--- src/rtl/sfx_noise_gen.sv ---
// sfx_noise_gen: multi-channel LFSR noise source with octave counter, clock-source select and one-shot gate
// Ports:
//   soundclk       system clock
//   rst_n          synchronous active-low reset
//   strobe_i       shared external timebase, rising edge is a tick
//   src_sel_i      per channel: 0 = external strobe, 1 = internal divider
//   div_i          per-channel divider reload, channel c at [c*DIV_W +: DIV_W]
//   trig_i         per-channel gate trigger, rising edge loads the gate
//   gate_len_i     per-channel gate length in ticks, 0 keeps the gate off
//   lfsr_bit_o     raw feedback bit lfsr[TAP_A]^lfsr[TAP_B]
//   noise_o        octave counter MSB
//   gate_o         gate active
//   noise_gated_o  noise_o & gate_o
module sfx_noise_gen #(
    parameter int NUM_CH = 2,
    parameter int LFSR_W = 24,
    parameter int TAP_A  = 23,
    parameter int TAP_B  = 10,
    parameter int DIV_W  = 16,
    parameter int OCT_W  = 3,
    parameter int GATE_W = 12
) (
    input  logic                     soundclk,
    input  logic                     rst_n,
    input  logic                     strobe_i,
    input  logic [NUM_CH-1:0]        src_sel_i,
    input  logic [NUM_CH*DIV_W-1:0]  div_i,
    input  logic [NUM_CH-1:0]        trig_i,
    input  logic [NUM_CH*GATE_W-1:0] gate_len_i,
    output logic [NUM_CH-1:0]        lfsr_bit_o,
    output logic [NUM_CH-1:0]        noise_o,
    output logic [NUM_CH-1:0]        gate_o,
    output logic [NUM_CH-1:0]        noise_gated_o
);
    logic              strobe_d;
    logic [NUM_CH-1:0] trig_d;
    logic              ext_tick;

    assign ext_tick = strobe_i & ~strobe_d;

    // Delayed copies reset high so an input held high through reset is not seen as an edge
    always_ff @(posedge soundclk)
        if (!rst_n) begin
            strobe_d <= 1'b1;
            trig_d   <= '1;
        end else begin
            strobe_d <= strobe_i;
            trig_d   <= trig_i;
        end

    for (genvar c = 0; c < NUM_CH; c++) begin : g_ch
        logic [LFSR_W-1:0] lfsr;
        logic              prev_bit;
        logic [OCT_W-1:0]  oct_cnt;
        logic [GATE_W-1:0] gate_cnt;
        logic [DIV_W-1:0]  div_cnt;
        logic              fb;
        logic              int_tick;
        logic              tick;
        logic              trig_rise;

        assign fb        = lfsr[TAP_A] ^ lfsr[TAP_B];
        // >= keeps the wait short when the reload is lowered mid-count
        assign int_tick  = div_cnt >= div_i[c*DIV_W +: DIV_W];
        assign tick      = src_sel_i[c] ? int_tick : ext_tick;
        assign trig_rise = trig_i[c] & ~trig_d[c];

        always_ff @(posedge soundclk)
            if (!rst_n) begin
                lfsr     <= '0;
                prev_bit <= 1'b0;
                oct_cnt  <= '0;
                gate_cnt <= '0;
                div_cnt  <= '0;
            end else begin
                div_cnt <= int_tick ? '0 : div_cnt + DIV_W'(1);
                if (tick) begin
                    // XNOR feedback: all-zero is a legal state, all-ones is the unreachable lock-up
                    lfsr     <= {lfsr[LFSR_W-2:0], ~fb};
                    prev_bit <= fb;
                    if (!prev_bit && fb)
                        oct_cnt <= oct_cnt + OCT_W'(1);
                end
                if (trig_rise)
                    gate_cnt <= gate_len_i[c*GATE_W +: GATE_W];
                else if (tick && gate_cnt != '0)
                    gate_cnt <= gate_cnt - GATE_W'(1);
            end

        assign lfsr_bit_o[c]    = fb;
        assign noise_o[c]       = oct_cnt[OCT_W-1];
        assign gate_o[c]        = |gate_cnt;
        assign noise_gated_o[c] = oct_cnt[OCT_W-1] & (|gate_cnt);
    end
endmodule

--- config.mk ---
export PLATFORM = sky130hd
export DESIGN_NAME = sfx_noise_gen
export DESIGN_NICKNAME = d
export VERILOG_FILES = /design/src/rtl/sfx_noise_gen.sv
export SDC_FILE = /design/constraint.sdc
export NUM_CORES = 1
export LEC_CHECK = 0
export ABC_AREA = 1
export BUFFER_PORTS_ARGS = -buffer_cell sky130_fd_sc_hd__buf_4
export CORE_UTILIZATION = 45
export CTS_BUF_LIST = sky130_fd_sc_hd__clkbuf_4
export CTS_CLUSTER_DIAMETER = 40
export DETAILED_ROUTE_END_ITERATION = 8
export PLACE_DENSITY = 0.62
export RECOVER_POWER = 50
export REMOVE_ABC_BUFFERS = 1
export SLEW_MARGIN = 10
export SYNTH_ARGS = -nofsm -noshare
export SYNTH_HDL_FRONTEND = slang
export SYNTH_SLANG_ARGS = --single-unit
export TNS_END_PERCENT = 1
--- constraint.sdc ---
create_clock -name soundclk -period 2 [get_ports soundclk]
set_input_delay 0.2 -clock soundclk [delete_from_list [all_inputs] [get_ports soundclk]]
set_output_delay 0.2 -clock soundclk [all_outputs]
set_load 0.05 [all_outputs]
==> results of run 1 <==
[kinds of logic after synthesis]
group / after synthesis / synth area share
fa+ha+maj: 38 / 0.0760
xor+xnor: 16 / 0.0224
flops: 115 / 0.368
compound gates: 134 / 0.113
simple gates: 445 / 0.319
buf+inv: 144 / 0.101
[placed cells by master, fill, tap and decap left out, types with 4 or more instances in the layout]
cell	synthesis	layout
nor2_2	7	6
inv_2	4	7
nand3_1	50	49
nand3_4	4	5
o31ai_1	4	4
nor2_1	193	193
or2_2	4	4
o21ai_0	66	53
nor3_1	10	10
clkbuf_2	1	4
dlygate4sd3_1	0	21
nand4_1	9	9
a31oi_1	4	4
o21ai_1	0	13
xnor2_1	5	5
a21oi_1	55	55
clkinv_1	0	4
nand2_1	142	141
buf_4	6	93
ha_1	38	36
clkbuf_4	0	18
dfxtp_1	115	113
xor2_1	11	11
inv_1	104	101
nor3b_1	6	6
[worst max-delay path, cell delays in order, from the launching register on]
cell     delay (ps)
dfxtp_1         310
inv_1            80
ha_2            180
inv_1            50
nor2_2          110
nand2_2         100
nor2_4          130
nand4_4         100
and2_4          170
buf_6           140
[worst min path at each step]
stage | from | to | slack (ps) | cells past startpoint
final | gate_len_i[18] | g_ch[1].gate_cnt[6]$_SDFFE_PN0P_ | 60 | 5
after global routing | gate_len_i[4] | g_ch[0].gate_cnt[4]$_SDFFE_PN0P_ | 20 | 5
after CTS | gate_len_i[4] | g_ch[0].gate_cnt[4]$_SDFFE_PN0P_ | 5 | 5
after detailed placement | trig_i[0] | trig_d[0]$_SDFF_PN1_ | 400 | 3
after global placement | trig_i[1] | trig_d[1]$_SDFF_PN1_ | 400 | 3
after floorplan | rst_n | strobe_d$_SDFF_PN1_ | 270 | 1
[power by group through the flow]
| stage | Sequential [W] | Combinational (W) | Clock (W) |
|---|---|---|---|
| 2_1_floorplan | 0.00257 | 0.000773 | 0 |
| 3_3_place_gp | 0.00259 | 0.00107 | 0 |
| 3_5_place_dp | 0.00259 | 0.00108 | 0 |
| 4_1_cts | 0.00254 | 0.00120 | 0.00182 |
| 5_1_grt | 0.00256 | 0.00140 | 0.00192 |
| 6_report | 0.00254 | 0.00122 | 0.00176 |
[repair_timing]
action | in CTS | in global routing
resized for setup | 15 | 19
buffers inserted | 11 | 4
hold buffers | 21 | 0
endpoints found under the hold margin | 25 | 0
setup endpoints to repair | 4 | 77
pin swaps | 7 | 4
[final cells by class]
cell class / instances / area [µm²] / area share
multi-input combinational: 633 / 3360 / 0.442
sequential: 115 / 2300 / 0.303
timing repair buffer: 126 / 1000 / 0.132
inverter: 109 / 414 / 0.0545
tap: 176 / 220 / 0.0290
clock inverter: 15 / 165 / 0.0217
clock buffer: 17 / 128 / 0.0168
antenna: 1 / 2.50 / 0.000329
[metrics by stage]
step                      TNS, ps  setup WS, ps
final                        -177         -98.5
after floorplan                 0          55.2
after CTS                    -567          -210
after detailed placement        0          48.2
after global routing        -5150          -213
after global placement          0          83.0
[state kept, by name (all words and copies together), names as in the netlist]
register / cells
g_ch.prev_bit: 2
g_ch.gate_cnt: 24
g_ch.div_cnt: 32
g_ch.lfsr: 48
trig_d: 2
g_ch.oct_cnt: 6
strobe_d: 1
[routing by layer]
| layer | vias to the layer above | global-route usage |
|---|---|---|
| met1 | 2469 | 0.239 |
| met2 | 65 | 0.303 |
| met3 | 10 | 0.0447 |
| li1 | 3077 | - |
| met5 | - | 0 |
| met4 | 0 | 0.0734 |
==> run metrics, run 1 <==
Crit Reg-Reg Endpoint=g_ch[1].gate_cnt[11]$_SDFFE_PN0P_; drt via density=4.72; CTS tree=built; FF-to-FF path depth=11; I/O pins=71; slack of the critical path=-98.5 ps; HPWL after detailed placement=8640 µm; synthesis-stage register bit count=115; Min-Delay Path Class=primary input to flop; vias in the first global route=5027; crit-path max FO=3; crit path capture type=primary output; VDD IR max=0.456 mV; port buffer count=70; Synth area leaders=dfxtp_1 37%, nor2_1 12%, nand2_1 8.5%, ha_1 7.6%, inv_1 6.2%; Slew @ Worst Pin=approximately 870 ps; fin. max-slew vios=0; FF-to-FF setup slack=70 ps; violated checks=negative setup slack; Worst setup SP type=flop; most frequent cell after synthesis=nor2_1; Die ar.=14400 µm²; CTS buffer count=17; setup repair after global routing missed its margin=true; max-cap viol count=0; Area after DPL=6950 µm²; post-synth top area cell=dfxtp_1; grt ovf=0; Hold Vio Cnt, Final=0; EDFF count, synth=0; M1 WL=6430 µm; Starting Density=0.467; yosys synthesis warning count=0; status=complete, but fails checks; R2R Path Start=g_ch[1].div_cnt[7]$_SDFF_PP0_; Tcrit/Tclk final=1.05; clock latency on the worst-skew pair=520 ps; clock buffer depth=2; Final min period=2100 ps; WL/cell=10.7 µm; Die X=120 µm; Clk network pwr share=0.319; layout filler cell count=around 1300; Clock transition at path regs=110 ps; Synth Cell Area=6250 µm²; combinational share of power=0.221; residual DRC count=0; synth unique cells=42; number of nets with antenna violations after routing=0; Async S/R FF share, synth=0; fin cells=1192; Die Height=~120 µm; Sinks on Clock Net=115; initial drt markers=between 300 and 400; pin count of the biggest net entering global routing=50; initial antenna violation count=1; CTS root buffer=clkbuf_4; Final Instance Area=7600 µm²; worst hold slack=approximately 56 ps; # setup viols final=2; total power=0.00552 W; Switching Share=0.305; synthesized instance count=892; Seq pwr share=0.460; drt total wl=between 10000 and 15000 µm; Pint=0.00384 W; sequential-to-total area share from yosys stat=0.368; wire length of the first global-routing pass=21800 µm; via count=approximately 5600; Switching Power=0.00169 W; CTS H-Tree Depth=4; Mean Syn Cell Area=around 7.0 µm²; Finished Core Util=0.567; fmax=477 MHz; drt pass-1 iters=5; Setup crit end=noise_gated_o[1]; layout cells sized above 1=0.175; post-synth top area share=0.368; Slew HR=0.418; type of the worst setup path=flop to primary output; Detail Route met2 WL=~5800 µm; Worst EP arrival=1900 ps; total track usage=0.187; top cell types by occurrence after synthesis=193 x nor2_1, 142 x nand2_1, 115 x dfxtp_1, 104 x inv_1, 66 x o21ai_0; met3 WL=374 µm; worst setup path startpoint=g_ch[1].gate_cnt[1]$_SDFFE_PN0P_; Cell Rows=42; Layout Skew=18.4 ps; Placed Cells=1123; area delta synth->final=21.6%; Final GP Congestion=0.756; top routing layer used=met4; Final nets=1103; top_reg_cell synth=dfxtp_1; Power Dens Cells=726 nW/µm²; Lkg Pwr=3.58 nW; CP required=around 1800 ps; area of the core=13400 µm²
Note: power is estimated with default switching activity, not from simulation.
==> inputs of run 2 (changes only) <==
--- a/config.mk
+++ b/config.mk
@@ -11,7 +11,7 @@
 export CTS_BUF_LIST = sky130_fd_sc_hd__clkbuf_4
 export CTS_CLUSTER_DIAMETER = 40
 export DETAILED_ROUTE_END_ITERATION = 8
-export PLACE_DENSITY = 0.62
+export PLACE_DENSITY = 0.74
 export RECOVER_POWER = 50
 export REMOVE_ABC_BUFFERS = 1
 export SLEW_MARGIN = 10
==> run 2 against run 1 <==
Compared with the run above: the run ends with max-capacitance violations, max-slew violations, negative setup slack left; flip-flop and latch count did not move; register-to-register slack got worse by 50 ps; cell area fell by 0.39%; setup slack improved by 41 ps; largest power group unchanged.
==> run metrics, run 2 (synthesis results as in run 1) <==
layout filler cell count=1317 (-0.83%); Die Height=120 µm (unchanged); Reg with most FFs=g_ch.lfsr; area delta synth->final=21.1%; met3 WL=462 µm (+24%); worst hold slack=44.2 ps (-12.1 ps); area taken by multi-input logic gates=3360 µm² (-0.15%); M1 WL=6330 µm (-1.6%); CTS buffer count=17 (unchanged); fin. max-slew vios=39 (+39); fmax=486 MHz (+2.0%); Final nets=1096 (-0.63%); Sequential cell area=2310 µm² (+0.27%); Clock transition at path regs=100 ps (about the same); Power Dens Cells=737 nW/µm² (+1.5%); clock buffer depth=2 (unchanged); R2R Path Start=g_ch[0].div_cnt[11]$_SDFF_PP0_; crit-path max FO=3 (unchanged); Top Registers=g_ch.lfsr: 48 flops, g_ch.div_cnt: 32 flops, g_ch.gate_cnt: 24 flops; WL/cell=10.7 µm (about the same); port buffer count=70 (unchanged); clock latency on the worst-skew pair=510 ps (about the same); CTS tree=built; area of the core=13400 µm² (unchanged); Crit Reg-Reg Endpoint=g_ch[0].gate_cnt[10]$_SDFFE_PN0P_; wire length of the first global-routing pass=21600 µm (-0.86%); Die X=120 µm (unchanged); Final GP Congestion=0.828 (+9.5%); Hold Path Sink=g_ch[1].gate_cnt[11]$_SDFFE_PN0P_; CP required=1800 ps (about the same); Detail Route met2 WL=5690 µm (-1.1%); number of nets with antenna violations after routing=0 (unchanged); drt total wl=12600 µm (-0.66%); drt via density=4.76 (+0.85%); Largest register FFs=48 (unchanged); initial antenna violation count=1 (unchanged); WHS Path Cells=5 (unchanged); Hold Vio Cnt, Final=0 (unchanged); drt pass-1 iters=5 (unchanged); HP Start=gate_len_i[23]; HPWL after detailed placement=8870 µm (+2.7%); initial drt markers=318 (+3.9%); max-cap viol count=1 (+1); pin count of the biggest net entering global routing=39 (-22%); # setup viols final=2 (unchanged); total power=0.00558 W (+1.1%); most common cell after layout, fill and taps aside=nor2_1; Slew @ Worst Pin=1660 ps (+783 ps); total track usage=0.186 (-0.000709); Placed Cells=1124 (+0.089%); Cell Rows=42 (unchanged); fin cells=1184 (-0.67%); slack of the critical path=-57.4 ps (+41.1 ps); Tcrit/Tclk final=1.03 (-0.0206); type of the worst setup path=flop to primary output; layout cells sized above 1=0.180 (+0.00437); top routing layer used=met4; VDD IR max=0.361 mV (-21%); status=complete, but fails checks; Die ar.=14400 µm² (unchanged); Final min period=2060 ps (-41.1 ps); Starting Density=0.467 (unchanged); I/O pins=71 (unchanged); Lkg Pwr=3.57 nW (-0.33%); FF-to-FF setup slack=20 ps (-50 ps); FF-to-FF path depth=9 (-2); Worst setup SP type=flop; setup repair after global routing missed its margin=true; Worst EP arrival=1860 ps (-40 ps); grt ovf=0 (unchanged); via count=5631 (+0.18%); crit path capture type=primary output; CTS root buffer=clkbuf_4; violated checks=max-capacitance violations, max-slew violations, negative setup slack; vias in the first global route=5056 (+0.58%); CTS H-Tree Depth=4 (unchanged); Min-Delay Path Class=primary input to flop; residual DRC count=0 (unchanged); Layout Skew=13.5 ps (-4.87 ps); Slew HR=-0.104 (-0.522); most frequent cells in the layout=194 x nor2_1, 140 x nand2_1, 108 x dfxtp_1; Sinks on Clock Net=115 (unchanged)
==> run 2: changes by cell type in the layout (fill, tap and decap cells not counted), sizes merged <==
cell         change
dlygate4sd3      -5
bufinv           +1
clkinv           -2
buf              -4
inv              -1
clkbuf           +3
==> run 2: what timing repair did <==
item	4_1_cts	5_1_grt
setup endpoints to repair	4	80
gates resized for setup	14	29
hold buffers	16	0
endpoints found under the hold margin	16	0
setup buffers	10	2
pin swaps	7	5
==> run 2: final cells by class <==
cell class,instances,area share
Inverter,109,0.0547
Timing Repair Buffer,119,0.127
Clock inverter,13,0.0220
Antenna cell,1,0.000330
Clock buffer,18,0.0178
Tap cell,176,0.0291
Sequential cell,115,0.305
Multi-Input combinational cell,633,0.444
==> run 2: how the worst max path moves through the flow <==
stage	start	endpoint	slack, ps	cells after the start
2_1_floorplan	g_ch[1].gate_cnt[0]$_SDFFE_PN0P_	g_ch[1].gate_cnt[10]$_SDFFE_PN0P_	60	11
5_1_grt	g_ch[1].gate_cnt[1]$_SDFFE_PN0P_	noise_gated_o[1]	-220	9
3_5_place_dp	g_ch[0].div_cnt[3]$_SDFF_PP0_	g_ch[0].gate_cnt[11]$_SDFFE_PN0P_	70	12
4_1_cts	g_ch[0].gate_cnt[0]$_SDFFE_PN0P_	noise_gated_o[0]	-170	9
3_3_place_gp	g_ch[0].div_cnt[3]$_SDFF_PP0_	g_ch[0].gate_cnt[10]$_SDFFE_PN0P_	130	12
6_report	g_ch[1].gate_cnt[0]$_SDFFE_PN0P_	noise_gated_o[1]	-60	9
==> run 2: critical path, stage by stage, from the launching register on <==
cell and delay, ps:
dfxtp_2 340, inv_2 50, ha_2 160, inv_1 40, nor2_2 110, nand2_2 90
nor2_4 120, nand4_4 110, and2_4 180, buf_8 140
==> run 2: metal layers <==
metal | vias up | track usage
li1 | 3063 | -
met2 | 90 | 0.305
met4 | 0 | 0.0555
met1 | 2466 | 0.237
met3 | 12 | 0.0537
met5 | - | 0
==> run 2: through the flow <==
| step | setup WS [ps] | TNS, ps | instance area, µm² | util |
|---|---|---|---|---|
| after floorplan | 55.2 | 0 | 6030 | - |
| after global placement | 131 | 0 | 6960 | 0.519 |
| after detailed placement | 72.9 | 0 | 6960 | 0.519 |
| after CTS | -174 | -501 | 7540 | 0.563 |
| after global routing | -215 | -8880 | 7570 | 0.565 |
| final | -57.4 | -113 | 7570 | 0.565 |
==> run 2: power breakdown <==
part | internal [W] | switching (W)
logic | 0.000521 | 0.000687
registers | 0.00245 | 0.0000953
clock network | 0.000977 | 0.000853
total | 0.00395 | 0.00164
==> inputs of run 3 (changes only) <==
--- a/config.mk
+++ b/config.mk
@@ -5,7 +5,6 @@
 export SDC_FILE = /design/constraint.sdc
 export NUM_CORES = 1
 export LEC_CHECK = 0
-export ABC_AREA = 1
 export BUFFER_PORTS_ARGS = -buffer_cell sky130_fd_sc_hd__buf_4
 export CORE_UTILIZATION = 45
 export CTS_BUF_LIST = sky130_fd_sc_hd__clkbuf_4
==> run 3 against run 2 <==
Compared with the run above: the flow finishes with violations (negative setup slack); global-route usage increased by 2.9 points; core utilization increased by 6.9 points; synthesized cell count decreased by 23%; cell area increased by 5.6%; combinational power decreased by 9%; sequential power decreased by 4%; via count decreased by 5.5%; register-to-register slack got worse by 570 ps; cell count decreased by 13%; flip-flop and latch count unchanged; hold slack improved by 16 ps; clock skew increased by 8.7 ps; highest routed layer unchanged.
==> run metrics, run 3 <==
top_reg_cell synth=dfxtp_1; HP Start=gate_len_i[7]; Synth Cell Area=5850 µm² (-6.5%); crit path capture type=flop; Switching Power=0.00159 W (-3.0%); setup repair after global routing missed its margin=true; layout filler cell count=1050 (-20%); Starting Density=0.463 (-0.00326); via count=5321 (-5.5%); VDD IR max=0.436 mV (+21%); CTS root buffer=clkbuf_4; R2R Path Start=g_ch[0].div_cnt[12]$_SDFF_PP0_; CTS H-Tree Depth=4 (unchanged); top cell types by occurrence after synthesis=115 x dfxtp_1, 81 x nand2_1, 49 x nor2_1, 45 x inv_1, 38 x ha_1; WL/cell=13.3 µm (+25%); initial drt markers=322 (+1.3%); Min-Delay Path Class=primary input to flop; layout cells sized above 1=0.285 (+0.106); EDFF count, synth=0 (unchanged); post-synth top area share=0.394 (+0.0255); n_diodes=0 (-1); CTS buffer count=17 (unchanged); area of the core=12600 µm² (-5.8%); slowest cell on the critical path=or4_1; Tcrit/Tclk final=1.27 (+0.244); I/O pins=71 (unchanged); drt via density=5.18 (+8.9%); number of nets with antenna violations after routing=0 (unchanged); crit-path max FO=21 (+18); Placed Cells=970 (-14%); synth unique cells=49 (+17%); Pint=0.00392 W (-0.58%); total track usage=0.216 (+0.0292); clock latency on the worst-skew pair=540 ps (+30 ps); HPWL after detailed placement=9310 µm (+5.0%); # setup viols final=99 (+97); Hold Vio Cnt, Final=0 (unchanged); synthesis-stage register bit count=115 (unchanged); drt pass-1 iters=4 (-1); Power Dens Cells=689 nW/µm² (-6.5%); synthesized instance count=684 (-23%); combinational share of power=0.200 (-0.016); Area after DPL=7080 µm² (+1.7%); crit path cell chain=ha_1 > nand4_1 > or3_4 > a311o_1 > a31o_1 > buf_12 > or4_1 > a31oi_1; drt total wl=13600 µm (+8.1%); Slew HR=0.523 (+0.627); most frequent cell after synthesis=dfxtp_1; most common cell after layout, fill and taps aside=buf_4; Final min period=2550 ps (+488 ps); slack of the critical path=-545 ps (-488 ps); Sinks on Clock Net=115 (unchanged); Switching Share=0.288 (-0.00501); Crit Reg-Reg Endpoint=g_ch[0].gate_cnt[7]$_SDFFE_PN0P_; Top Registers=g_ch.lfsr: 48 flops, g_ch.div_cnt: 32 flops, g_ch.gate_cnt: 24 flops; Worst setup SP type=flop; status=complete, but fails checks; area delta synth->final=36.8%; clock buffer depth=2 (unchanged); Largest register FFs=48 (unchanged); Die Height=116 µm (-3.2%); Hold Path Sink=g_ch[0].gate_cnt[7]$_SDFFE_PN0P_; pin count of the biggest net entering global routing=64 (+64%); fin. max-slew vios=0 (-100%); Clock transition at path regs=110 ps (about the same); Slew @ Worst Pin=716 ps (-940 ps); Seq pwr share=0.443 (-0.013); Reg with most FFs=g_ch.lfsr; fmax=393 MHz (-19%); CP required=2450 ps (+650 ps); Die X=116 µm (-3.2%); WHS Path Cells=3 (-2); type of the worst setup path=flop to flop; wire length of the first global-routing pass=23000 µm (+6.2%); CTS tree=built; Async S/R FF share, synth=0 (unchanged); fin cells=1027 (-13%); worst stage delay on the critical path=470 ps (+130 ps); FF-to-FF setup slack=-550 ps (-570 ps); port buffer count=70 (unchanged); Final nets=943 (-14%); Layout Skew=22.2 ps (+8.73 ps); FF-to-FF path depth=8 (-1); most frequent cells in the layout=135 x buf_4, 104 x dfxtp_1, 74 x nand2_1; violated checks=negative setup slack; yosys synthesis warning count=0 (unchanged); Synth area leaders=dfxtp_1 39%, ha_1 8.1%, nand2_1 5.2%, mux2i_1 5.0%, a21boi_0 3.2%; Lkg Pwr=3.41 nW (-4.6%); post-synth top area cell=dfxtp_1; grt ovf=0 (unchanged); max-cap viol count=0 (-1); Mean Syn Cell Area=8.55 µm² (+22%); Final GP Congestion=0.839 (+1.3%); initial antenna violation count=0 (-1); Clk network pwr share=0.356 (+0.028); Worst EP arrival=2990 ps (+1130 ps); sequential-to-total area share from yosys stat=0.394 (+0.0255); Die ar.=13500 µm² (-6.4%); vias in the first global route=5369 (+6.2%); Cell Rows=41 (-2.4%); residual DRC count=0 (unchanged); Final Instance Area=8000 µm² (+5.6%)
## run 3: kinds of logic (layout without fill, tap and decap cells)
family / count (synthesis) / after routing / synth area share
fa+ha+maj: 38 / 38 / 0.0813
simple gates: 269 / 269 / 0.234
buf+inv: 79 / 250 / 0.0556
compound gates: 125 / 125 / 0.143
mux: 29 / 29 / 0.0496
flops: 115 / 115 / 0.394
xor+xnor: 29 / 29 / 0.0434
## run 3: layout make-up
class,instances,area [µm²],area share
Multi-Input combinational cell,490,3530,0.441
Sequential cell,115,2320,0.290
Timing Repair Buffer,173,1440,0.179
Clock buffer,17,128,0.0160
Clock inverter,15,205,0.0257
Inverter,45,169,0.0211
Tap cell,172,215,0.0269
## run 3: worst max path at each step
| stage | startpoint | to | slack (ps) | depth (start not counted) |
|---|---|---|---|---|
| final | g_ch[0].div_cnt[12]$_SDFF_PP0_ | g_ch[0].gate_cnt[7]$_SDFFE_PN0P_ | -550 | 8 |
| after detailed placement | div_i[14] | g_ch[0].gate_cnt[8]$_SDFFE_PN0P_ | -680 | 10 |
| after global placement | div_i[13] | g_ch[0].gate_cnt[7]$_SDFFE_PN0P_ | -570 | 10 |
| after floorplan | g_ch[1].div_cnt[0]$_SDFF_PP0_ | g_ch[1].gate_cnt[3]$_SDFFE_PN0P_ | -3400 | 8 |
| after CTS | g_ch[1].div_cnt[11]$_SDFF_PP0_ | g_ch[1].gate_cnt[3]$_SDFFE_PN0P_ | -610 | 9 |
| after global routing | g_ch[0].div_cnt[14]$_SDFF_PP0_ | g_ch[0].gate_cnt[7]$_SDFFE_PN0P_ | -650 | 8 |
## run 3: power groups by stage
| stage | clock [W] | sequential [W] | combinational [W] |
|---|---|---|---|
| after floorplan | 0 | 0.00247 | 0.000527 |
| after global placement | 0 | 0.00248 | 0.000896 |
| after detailed placement | 0 | 0.00248 | 0.000930 |
| after CTS | 0.00201 | 0.00244 | 0.00106 |
| after global routing | 0.00212 | 0.00245 | 0.00120 |
| final | 0.00196 | 0.00244 | 0.00110 |
## run 3: repair_timing
action	4_1_cts	5_1_grt
gates resized for setup	74	24
endpoints found under the hold margin	22	0
pin swaps	45	29
cloned	0	0
hold buffers	22	0
endpoints found under the setup margin	116	115
setup buffers	1	2
## run 3: worst max-delay path: cells and delay by family, from the launching register on
family | cells | cell delay [ps]
simple gates | 3 | 960
compound gates | 3 | 720
flops | 1 | 330
fa+ha+maj | 1 | 280
buf+inv | 1 | 160
## run 3: metal layers
metal,part of all wire,vias up,GRT usage
met5,0,-,0
met2,0.52,100,0.398
met4,0.018,0,0.0889
met1,0.43,2494,0.230
li1,-,2703,-
met3,0.035,24,0.0612
## run 3: stage by stage
stage	hold slack [ps]	total power, W	setup slack, ps	setup TNS, ps	utilization
after global routing	15.4	0.00578	-648	-35560	0.634
after CTS	5.18	0.00550	-614	-27970	0.626
final	60.5	0.00551	-545	-24420	0.634
after global placement	393	0.00338	-573	-39650	0.561
after floorplan	273	0.00300	-3400	-143570	-
after detailed placement	399	0.00341	-681	-46280	0.561
